$ cat src/rtl/store_data_align.sv
// Store data aligner: masks SB/SH/SW data, lane-aligns it, generates byte enables and
//   runs the data-memory req/gnt/ack handshake, splitting word-crossing stores in two.
// Latency: accept N -> req N+1; best case done at N+3 (aligned) or N+5 (split); error at N+1.
// Backpressure: st_ready_out is high only in IDLE; memory stalls via mem_gnt_in / mem_rvalid_in.
// Ports:
//   clk, rst_n                          clock, async active-low reset
//   st_valid_in/st_ready_out            store handshake from execute
//   func3_in, addr_in, data_in          store width, byte address, LSB-justified data
//   mem_req_out/mem_gnt_in              memory request / grant
//   mem_addr_out, mem_we_out,
//   mem_be_out, mem_wdata_out           word-aligned request fields (zero when not requesting)
//   mem_rvalid_in                       write acknowledge
//   st_done_out, st_err_out             completion / illegal-width pulses
module store_data_align #(
  parameter int ARCH = 32
) (
  input  logic              clk,
  input  logic              rst_n,
  input  logic              st_valid_in,
  output logic              st_ready_out,
  input  logic [2:0]        func3_in,
  input  logic [ARCH-1:0]   addr_in,
  input  logic [ARCH-1:0]   data_in,
  output logic              mem_req_out,
  input  logic              mem_gnt_in,
  output logic [ARCH-1:0]   mem_addr_out,
  output logic              mem_we_out,
  output logic [ARCH/8-1:0] mem_be_out,
  output logic [ARCH-1:0]   mem_wdata_out,
  input  logic              mem_rvalid_in,
  output logic              st_done_out,
  output logic              st_err_out
);

  localparam int BEW = ARCH / 8;

  typedef enum logic [2:0] {
    IDLE,
    REQ0,
    ACK0,
    REQ1,
    ACK1,
    DONE,
    ERR
  } state_e;

  state_e                state_q, state_d;
  logic [ARCH-1:0]       addr_q, addr_d;     // word-aligned address of access 0
  logic [2*ARCH-1:0]     wide_q, wide_d;     // data shifted across two words
  logic [2*BEW-1:0]      be_q, be_d;         // byte enables across two words
  logic                  split_q, split_d;

  // Input-side alignment, only used at capture time.
  logic [ARCH-1:0]       masked;
  logic [2*BEW-1:0]      be_base;
  logic                  legal;
  logic [1:0]            offset;
  logic [2*ARCH-1:0]     wide_in;
  logic [2*BEW-1:0]      be_in;

  always_comb begin
    masked  = '0;
    be_base = '0;
    legal   = 1'b1;
    offset  = addr_in[1:0];
    case (func3_in)
      3'd0: begin
        masked[7:0] = data_in[7:0];
        be_base     = (2*BEW)'(4'b0001);
      end
      3'd1: begin
        masked[15:0] = data_in[15:0];
        be_base      = (2*BEW)'(4'b0011);
      end
      3'd2: begin
        masked  = data_in;
        be_base = (2*BEW)'(4'b1111);
      end
      default: legal = 1'b0;
    endcase
    wide_in = (2*ARCH)'(masked) << {offset, 3'b000};
    be_in   = be_base << offset;
  end

  // Next-state and capture
  always_comb begin
    state_d = state_q;
    addr_d  = addr_q;
    wide_d  = wide_q;
    be_d    = be_q;
    split_d = split_q;
    case (state_q)
      IDLE: begin
        if (st_valid_in) begin
          if (legal) begin
            addr_d  = {addr_in[ARCH-1:2], 2'b00};
            wide_d  = wide_in;
            be_d    = be_in;
            // Any enable landing in the upper word means the store crosses a word boundary.
            split_d = |be_in[2*BEW-1:BEW];
            state_d = REQ0;
          end else begin
            state_d = ERR;
          end
        end
      end
      REQ0:    if (mem_gnt_in) state_d = ACK0;
      ACK0:    if (mem_rvalid_in) state_d = split_q ? REQ1 : DONE;
      REQ1:    if (mem_gnt_in) state_d = ACK1;
      ACK1:    if (mem_rvalid_in) state_d = DONE;
      DONE:    state_d = IDLE;
      ERR:     state_d = IDLE;
      default: state_d = IDLE;
    endcase
  end

  always_ff @(posedge clk or negedge rst_n) begin
    if (!rst_n) begin
      state_q <= IDLE;
      addr_q  <= '0;
      wide_q  <= '0;
      be_q    <= '0;
      split_q <= 1'b0;
    end else begin
      state_q <= state_d;
      addr_q  <= addr_d;
      wide_q  <= wide_d;
      be_q    <= be_d;
      split_q <= split_d;
    end
  end

  // Outputs decoded from state and registered fields only, so they stay stable
  // while a request waits for grant and drop at once on asynchronous reset.
  always_comb begin
    st_ready_out  = (state_q == IDLE);
    st_done_out   = (state_q == DONE);
    st_err_out    = (state_q == ERR);
    mem_req_out   = 1'b0;
    mem_addr_out  = '0;
    mem_be_out    = '0;
    mem_wdata_out = '0;
    case (state_q)
      REQ0: begin
        mem_req_out   = 1'b1;
        mem_addr_out  = addr_q;
        mem_be_out    = be_q[BEW-1:0];
        mem_wdata_out = wide_q[ARCH-1:0];
      end
      REQ1: begin
        mem_req_out   = 1'b1;
        mem_addr_out  = addr_q + ARCH'(4);
        mem_be_out    = be_q[2*BEW-1:BEW];
        mem_wdata_out = wide_q[2*ARCH-1:ARCH];
      end
      default: ;
    endcase
    mem_we_out = mem_req_out;
  end

endmodule

$ cat config.mk
export PLATFORM = sky130hd
export DESIGN_NAME = store_data_align
export DESIGN_NICKNAME = d
export VERILOG_FILES = /design/src/rtl/store_data_align.sv
export SDC_FILE = /design/constraint.sdc
export NUM_CORES = 1
export LEC_CHECK = 0
export ABC_AREA = 1
export BUFFER_PORTS_ARGS = -buffer_cell sky130_fd_sc_hd__buf_2
export CORE_MARGIN = 3
export CORE_UTILIZATION = 35
export DETAILED_ROUTE_END_ITERATION = 12
export GPL_TIMING_DRIVEN = 0
export SYNTH_ARGS = -nofsm -noshare
export SYNTH_HDL_FRONTEND = slang
export SYNTH_SLANG_ARGS = --single-unit
$ cat constraint.sdc
create_clock -name clk -period 1.5 [get_ports clk]
set_input_delay 0.075 -clock clk [delete_from_list [all_inputs] [get_ports clk]]
set_output_delay 0.075 -clock clk [all_outputs]
set_load 0.02 [all_outputs]
### Word level (Yosys, flattened, before mapping)

Cells that the tools add are included.

* reductions and logical operators: 8
* equal/unequal tests: 13
* mux-type cells: 17
* $add $sub $neg: 1
* shift operators: 2

Operators with widths (count)
* $pmux W32 S2: 2
* $shl A32 B5 Y64: 1
* $add A32 B3 Y32 const B: 1
* $mux W3: 7
* $mux W16: 1
* $mux W8: 2
* $pmux W3 S5: 1
* $pmux W4 S3: 1
* $ne A2 B2 Y1 const B: 5
* $eq A3 B2 Y1 const B: 3
* $eq A3 B3 Y1 const B: 3
* $pmux W4 S2: 1
* $shl A8 B2 Y8: 1
* $eq A3 B1 Y1 const B: 2
* $logic_not A3 Y1: 2
* $reduce_and A5 Y1: 1
* $reduce_or A2 Y1: 2
* $reduce_or A4 Y1: 1
* $reduce_and A3 Y1: 1
* $reduce_or A3 Y1: 1
* $mux W1: 2

* output and inout bits: 73
* bits of input ports: 72
* bits in registers: 106
* logic and storage cells: 46

### Depth between registers and ports, before layout

Gate-level depths: netlist of run 1.

* depth after elaboration: 6
* mapped depth: 9
* gate-level depth less buffers: 9

### Worst setup path before layout of run 1

OpenSTA, ideal clock, no wires.

* path kind: register to output
* start point: register state_q[0]
* end point: output mem_wdata_out[14]
* buffers on the path: 1
* data arrival time: 1.540 ns
* cell stages (with the launch flop): 8
* path slack: -0.115 ns
* path through: dfrtp_1 > inv_1 > nor2_1 > inv_2 > nor2_1 > inv_2 > buf_1 > o21ai_0

* longest elaborated chain between the ends: 2

Ends and longest elaborated chain
* start: declaration: line 47 `state_e state_q, state_d;`
* start signal: assignment: line 125 `state_q <= state_d;`
* $eq A3 B2 Y1 or $eq A3 B1 Y1 (tied branches): line 143 `case (state_q)`
* $pmux W32 S2 (*): line 143
* end: declaration: line 29 `output logic [ARCH-1:0] mem_wdata_out,`

Mark *: on every way between the ends. The rest lies on a longest branch, timed or not.

### Worst setup path in the final report of run 1

* start point: register addr_q[11]
* end point: output mem_addr_out[15]

* longest elaborated chain between the ends: 2

Ends and longest elaborated chain
* start: declaration: line 48 `logic [ARCH-1:0] addr_q, addr_d;`
* start signal: assignment: line 126 `addr_q <= addr_d;`
* $add A32 B3 Y32: line 152 `mem_addr_out = addr_q + ARCH'(4);`
* $pmux W32 S2: line 143
* end: declaration: line 26 `output logic [ARCH-1:0] mem_addr_out,`

No other way between the ends.

==> results of run 1 <==
==> flip-flops by register name (all words and copies together), names as in the netlist <==
register and count:
be_q 7, state_q 3, split_q 1, addr_q 30
wide_q 56
==> critical path, delay by kind of cell, from the launching register on <==
kind / cells / cell delay (ns)
AOI/OAI and AO/OA: 1 / 0.16
buffers and inverters: 2 / 0.30
DFF: 1 / 0.47
and+or+nand+nor: 5 / 0.65
==> worst max-delay path by stage <==
stage | endpoint | start | cells after the start | slack (ns)
floorplan | mem_wdata_out[14] | state_q[0]$_DFFE_PN0P_ | 7 | -0.11
global placement | wide_q[18]$_DFFE_PN0P_ | rst_n | 1 | -0.73
detailed placement | mem_wdata_out[8] | state_q[1]$_DFFE_PN0P_ | 6 | -0.49
CTS | mem_addr_out[22] | addr_q[3]$_DFFE_PN0P_ | 10 | -0.39
global route | mem_addr_out[18] | addr_q[11]$_DFFE_PN0P_ | 9 | -0.60
finish | mem_addr_out[15] | addr_q[11]$_DFFE_PN0P_ | 8 | -0.53
==> power groups by stage <==
stage          logic (mW)  registers [mW]  clock network (mW)
3_3_place_gp         4.29            4.43                   0
6_report             10.4            4.74                2.48
2_1_floorplan        3.01            4.18                   0
3_5_place_dp         4.35            4.43                   0
4_1_cts              8.20            4.42                2.47
5_1_grt              11.0            4.81                2.60
==> cell usage in the layout, fill, tap and decap left out, types with 12 or more instances in the layout <==
cell type and count:
nand2_1 158, nand2_2 100, buf_6 92, dfrtp_1 80, buf_2 73, inv_1 70, nand2_4 62, nand3_2 62
buf_4 58, dlygate4sd3_1 46, nand3_1 45, o21ai_2 37, nor2_4 36, nor2_1 27, buf_8 26, clkbuf_16 21
o21ai_4 17, dfrtp_2 17, buf_12 16, buf_16 13, o21ai_1 12
==> final cells by class <==
class	instances	area share
Timing Repair Buffer	304	0.265
Sequential cell	97	0.206
Multi-Input combinational cell	645	0.402
Inverter	88	0.0311
Clock inverter	6	0.00547
Buffer	39	0.0478
Tap cell	216	0.0227
Clock buffer	10	0.0201
==> metal layers <==
layer | part of all wire | vias to the layer above
li1 | - | 3424
met4 | 0.058 | 0
met3 | 0.080 | 142
met2 | 0.49 | 500
met1 | 0.37 | 3810
met5 | 0 | -
==> cell families (layout without fill, tap and decap cells) <==
kind of cell,count (synthesis),count (layout)
other cells,1,2
simple gates,532,532
compound gates,108,108
fa+ha+maj,2,2
flops,97,97
buf+inv,129,447
xor+xnor,1,1
==> timing repair <==
| item | CTS | global route |
|---|---|---|
| setup buffers | 65 | 32 |
| hold buffers | 46 | 0 |
| pin swaps | 64 | 114 |
| gates resized for setup | 559 | 327 |
| endpoints found under the setup margin | 166 | 167 |
| endpoints found under the hold margin | 95 | 0 |
| cloned | 21 | 4 |
==> per-stage QoR <==
stage,std cells,power [mW]
4_1_cts,1377,15.1
6_report,1405,17.7
2_1_floorplan,871,7.19
3_5_place_dp,1229,8.78
3_3_place_gp,1228,8.72
5_1_grt,1405,18.4
==> reports/summary.txt, run 1 <==
outcome: finished with violations
failing checks: setup timing
diode count: 0
area grow syn2layout: 105%
post-synthesis cell area: 5800 µm²
met2 Track Usage GR: 0.494
Final nets: 1258
HP Class: in2reg
first-pass GRT wire length: 40500 µm
fin crit share: 1.35
share of layout cells above drive strength 1: 0.590
post-synthesis mux area share: 0
CTS clk-pin slew, worst paths: 0.07 ns
via count: 7876
Final ANT Viol Nets: 0
WP data arrival: 1.95 ns
EDFF count, synth: 0
Slew @ Worst Pin: 1.04 ns
Setup violations, final: 167
largest net degree at the start of global routing: 52
pwr dens: 1480 nW/µm²
sequential fraction of the synthesis area: 0.419
die height: 135 µm
Pint: 9.77 mW
full die area: 18100 µm²
compound-cell area share of the yosys netlist: 0.102
Max-Slew Margin vs Limit: 0.304
Peak VDD IR: 0.854 mV
CTS buffer count: 9
net switching power: 7.90 mW
Clock Tree Buf Depth: 2
Critical Path End Type: output pin
Core Footprint: 16100 µm²
DR pass1 iterations: 5
top-count cell post-synth: nand2_1
setup ws final: -0.529 ns
synth cell count leaders: nand2_1, nand3_1, dfrtp_1, inv_1, nor2_1
DP Area: 6810 µm²
drt total wl: 31000 µm
P_leak: 5.92 nW
total global-route track usage: 0.293
HPWL Detailed: 16100 µm
FFs w/ async S/R, synth: 1.00
main combinational cell family by area after synthesis: simple AND/OR/NAND/NOR gates
Residual DRC: 0
Max Slew Vio Count: 0
1st-iter DRT viols: 960
syn avg cell area: 6.66 µm²
multi-input logic area: 4790 µm²
most common flop cell mapped by yosys: dfrtp_1
Worst R2R Path Depth: 11
Max Clk Rate: 0.493 GHz
Comb power frac: 0.591
Req. time, crit path: 1.42 ns
Clk Latency, worst-skew pair: 0.36 ns
routability-driven placement congestion ratio: 0.959
hold path startpoint: data_in[1]
Reg2Reg Capture Point: be_q[6]$_DFFE_PN0P_
worst hold stages: 3
Synth Register Bits: 97
cell taking the most area after synthesis: dfrtp_1
Clock Power Share: 0.140
total grt overflow: 0
final hold viol count: 0
row cnt: 46
crit-path cells: nand2_2 -> nor2_4 -> nand2_2 -> nor2_4 -> buf_6 -> nand2_2 -> a21oi_2 -> buf_6
sequential power share: 0.268
root buf cell: clkbuf_16
Adder-Cell Fraction of Synth Area: 0.00432
WHS: 0.00711 ns
GR Layer Usage met1: 0.357
XOR/XNOR share of the synthesized area: 0.00151
CP Launch Type: register
port bufs: 141
Slowest cell on crit path: dfrtp_1
Layout Utilization: 0.741
most frequent CP cell: nand2_2
Setup Crit Path Kind: reg2out
dpl ws: -0.489 ns
Synth Warn #: 0
sw frac: 0.447
Hold EP: wide_q[17]$_DFFE_PN0P_
Post-Synthesis Cells: 870
CTS tree: yes
Tmin final: 2.03 ns
I/O Pins: 145
setup TNS: -54.68 ns
CTS Sinks: 97
skew final: 0.00802 ns
initial antenna violation count: 0
Filler Cell Count: 996
area share of the largest cell type after synthesis: 0.419
top cells by area, synth: dfrtp_1, nand2_1, nand3_1
average wire per cell in the routed design: 22.1 µm
reg2reg start: state_q[1]$_DFFE_PN0P_
Initial Util: 0.361
FF-to-FF setup slack: -0.41 ns
Register Area: 2450 µm²
number of distinct library cells after synthesis: 29
Critical Path Max Stage Delay: 0.47 ns
# H-tree levels: 3
Simple-Gate Fraction of Synth Area: 0.381
max-cap violations: 0
RSZ-0062 raised after global routing: yes
global routing usage on met3: 0.0626
final instance area: 11900 µm²
Crit Path Max Fanout: 5
Via-to-Cell Ratio: 5.61
gr busiest metal: met2
vias in the first global route: 7437
die width: 135 µm
Power figures use the tool's default switching activity.
==> inputs of run 2 (changes only) <==
CTS_BUF_LIST = sky130_fd_sc_hd__clkbuf_8   (was not set)
==> run 2 against run 1 <==
  * The run still ends with setup timing left
  * Setup slack improved by 0.013 ns
  * Critical endpoint is now mem_addr_out[22]
  * Die area unchanged
  * Hold slack improved by 0.0086 ns
==> reports/summary.txt, run 2 (synthesis results as in run 1) <==
root buf cell: clkbuf_8
Slew @ Worst Pin: 1.00 ns (-0.0431 ns)
initial antenna violation count: 0 (unchanged)
WHS: 0.0157 ns (+0.00857 ns)
Slowest cell on crit path: dfrtp_1
HP Class: in2reg
Filler Cell Count: 1178 (+18%)
Largest regs: wide_q: 56 flops, addr_q: 30 flops, be_q: 7 flops
Residual DRC: 0 (unchanged)
Reg2Reg Capture Point: wide_q[21]$_DFFE_PN0P_
CTS buffer count: 9 (unchanged)
DR pass1 iterations: 6 (+1)
commonest non-fill, non-tap cell in the layout: nand2_1
average wire per cell in the routed design: 20.4 µm (-7.7%)
die height: 135 µm (unchanged)
worst hold stages: 3 (unchanged)
Via-to-Cell Ratio: 5.40 (-3.7%)
Tot Pwr: 15.5 mW (-12%)
failing checks: setup timing
total grt overflow: 0 (unchanged)
pwr dens: 1400 nW/µm² (-5.5%)
share of layout cells above drive strength 1: 0.529 (-0.0602)
Max-Slew Margin vs Limit: 0.332 (+0.0287)
CP Launch Type: register
crit-path cells: nand2_2 -> nor2_4 -> nand2_1 -> nor2_4 -> nand3_1 -> nand2_1 -> inv_1 -> nor2_2 -> buf_4
Critical Path End Type: output pin
row cnt: 46 (unchanged)
Final nets: 1244 (-1.1%)
Clk Latency, worst-skew pair: 0.40 ns (+0.04 ns)
Clock Tree Buf Depth: 2 (unchanged)
skew final: 0.0181 ns (+0.0100 ns)
hold path startpoint: addr_in[1]
Crit Path Max Fanout: 4 (-1)
final instance area: 11100 µm² (-7.1%)
outcome: finished with violations
CTS clk-pin slew, worst paths: 0.10 ns (+0.03 ns)
Max Clk Rate: 0.496 GHz (+0.64%)
final hold viol count: 0 (unchanged)
area grow syn2layout: 90.7%
Req. time, crit path: 1.42 ns (about the same)
most frequent cells in the layout: nand2_1, dfrtp_1, buf_6
WP data arrival: 1.94 ns (about the same)
DP Area: 6810 µm² (unchanged)
Largest register FFs: 56 (unchanged)
max-cap violations: 0 (unchanged)
vias in the first global route: 7346 (-1.2%)
first-pass GRT wire length: 40600 µm (+0.26%)
CTS Sinks: 97 (unchanged)
Setup violations, final: 164 (-1.8%)
setup ws final: -0.516 ns (+0.0130 ns)
# H-tree levels: 3 (unchanged)
largest net degree at the start of global routing: 52 (unchanged)
drt total wl: 28300 µm (-8.6%)
Peak VDD IR: 0.849 mV (-0.58%)
Worst R2R Path Depth: 11 (unchanged)
setup TNS: -58.46 ns (-3.78 ns)
Layout Utilization: 0.688 (-0.0529)
full die area: 18100 µm² (unchanged)
port bufs: 141 (unchanged)
1st-iter DRT viols: 746 (-22%)
RSZ-0062 raised after global routing: yes
Max Slew Vio Count: 0 (unchanged)
HPWL Detailed: 16100 µm (unchanged)
Tmin final: 2.02 ns (-0.0130 ns)
diode count: 0 (unchanged)
FF-to-FF setup slack: -0.46 ns (-0.05 ns)
I/O Pins: 145 (unchanged)
Setup Crit Path Kind: reg2out
Core Footprint: 16100 µm² (unchanged)
via count: 7511 (-4.6%)
Biggest register: wide_q
Final ANT Viol Nets: 0 (unchanged)
reg2reg start: state_q[1]$_DFFE_PN0P_
CTS tree: yes
Hold EP: be_q[5]$_DFFE_PN0P_
fin crit share: 1.34 (-0.00865)
routability-driven placement congestion ratio: 0.959 (unchanged)
Initial Util: 0.361 (unchanged)
P_leak: 5.58 nW (-5.8%)
total global-route track usage: 0.291 (-0.00202)
die width: 135 µm (unchanged)
Critical Path Max Stage Delay: 0.45 ns (-0.02 ns)
## run 2: cell count changes in the layout (fill, tap and decap cells not counted), sizes merged
cell         previous run  this run
clkinv                  7         6
inv                    85        86
buf                   280       266
clkbuf                 27        24
dlygate4sd3            46        49
## run 2: worst max-delay path by stage
stage,endpoint,start
global placement,wide_q[18]$_DFFE_PN0P_,rst_n
detailed placement,mem_wdata_out[8],state_q[1]$_DFFE_PN0P_
global route,mem_addr_out[22],addr_q[7]$_DFFE_PN0P_
floorplan,mem_wdata_out[14],state_q[0]$_DFFE_PN0P_
finish,mem_addr_out[22],addr_q[8]$_DFFE_PN0P_
CTS,mem_addr_out[29],addr_q[14]$_DFFE_PN0P_
## run 2: cell type report
type / count / area (µm²) / share of cell area
multi-input combinational: 645 / 4380 / 0.396
sequential: 97 / 2440 / 0.221
clock inverter: 6 / 65.1 / 0.00589
clock buffer: 10 / 138 / 0.0125
buffer: 37 / 504 / 0.0456
inverter: 88 / 368 / 0.0333
tap: 216 / 270 / 0.0245
timing repair buffer: 292 / 2890 / 0.261
## run 2: report_power, final
part,switching [mW],internal [mW],total [mW]
clock network,1.04,0.821,1.87
logic,4.98,4.09,9.07
registers,0.968,3.61,4.58
total,6.99,8.51,15.5
## run 2: metal layers
| metal | global-route usage | vias up | part of all wire |
|---|---|---|---|
| met1 | 0.359 | 3618 | 0.38 |
| met2 | 0.504 | 413 | 0.50 |
| li1 | - | 3386 | - |
| met5 | 0 | - | 0 |
| met3 | 0.0585 | 94 | 0.073 |
| met4 | 0.105 | 0 | 0.046 |
## run 2: timing repair
| action | CTS | global route |
|---|---|---|
| resized for setup | 541 | 225 |
| setup buffers | 67 | 21 |
| endpoints found under the hold margin | 110 | 0 |
| pin swaps | 82 | 70 |
| cloned | 19 | 1 |
| setup endpoints to repair | 168 | 168 |
| hold buffers | 49 | 0 |
## run 2: per-stage QoR
step           std cells  setup WS, ns
2_1_floorplan        871        -0.115
3_3_place_gp        1228        -0.732
3_5_place_dp        1229        -0.489
4_1_cts             1379        -0.446
5_1_grt             1391        -0.624
6_report            1391        -0.516
## run 2: critical path, delay by kind of cell, from the launching register on
family                 cells  cell delay [ns]
flip-flops                 1             0.45
AND/OR/NAND/NOR            7             0.91
buffers and inverters      2             0.18
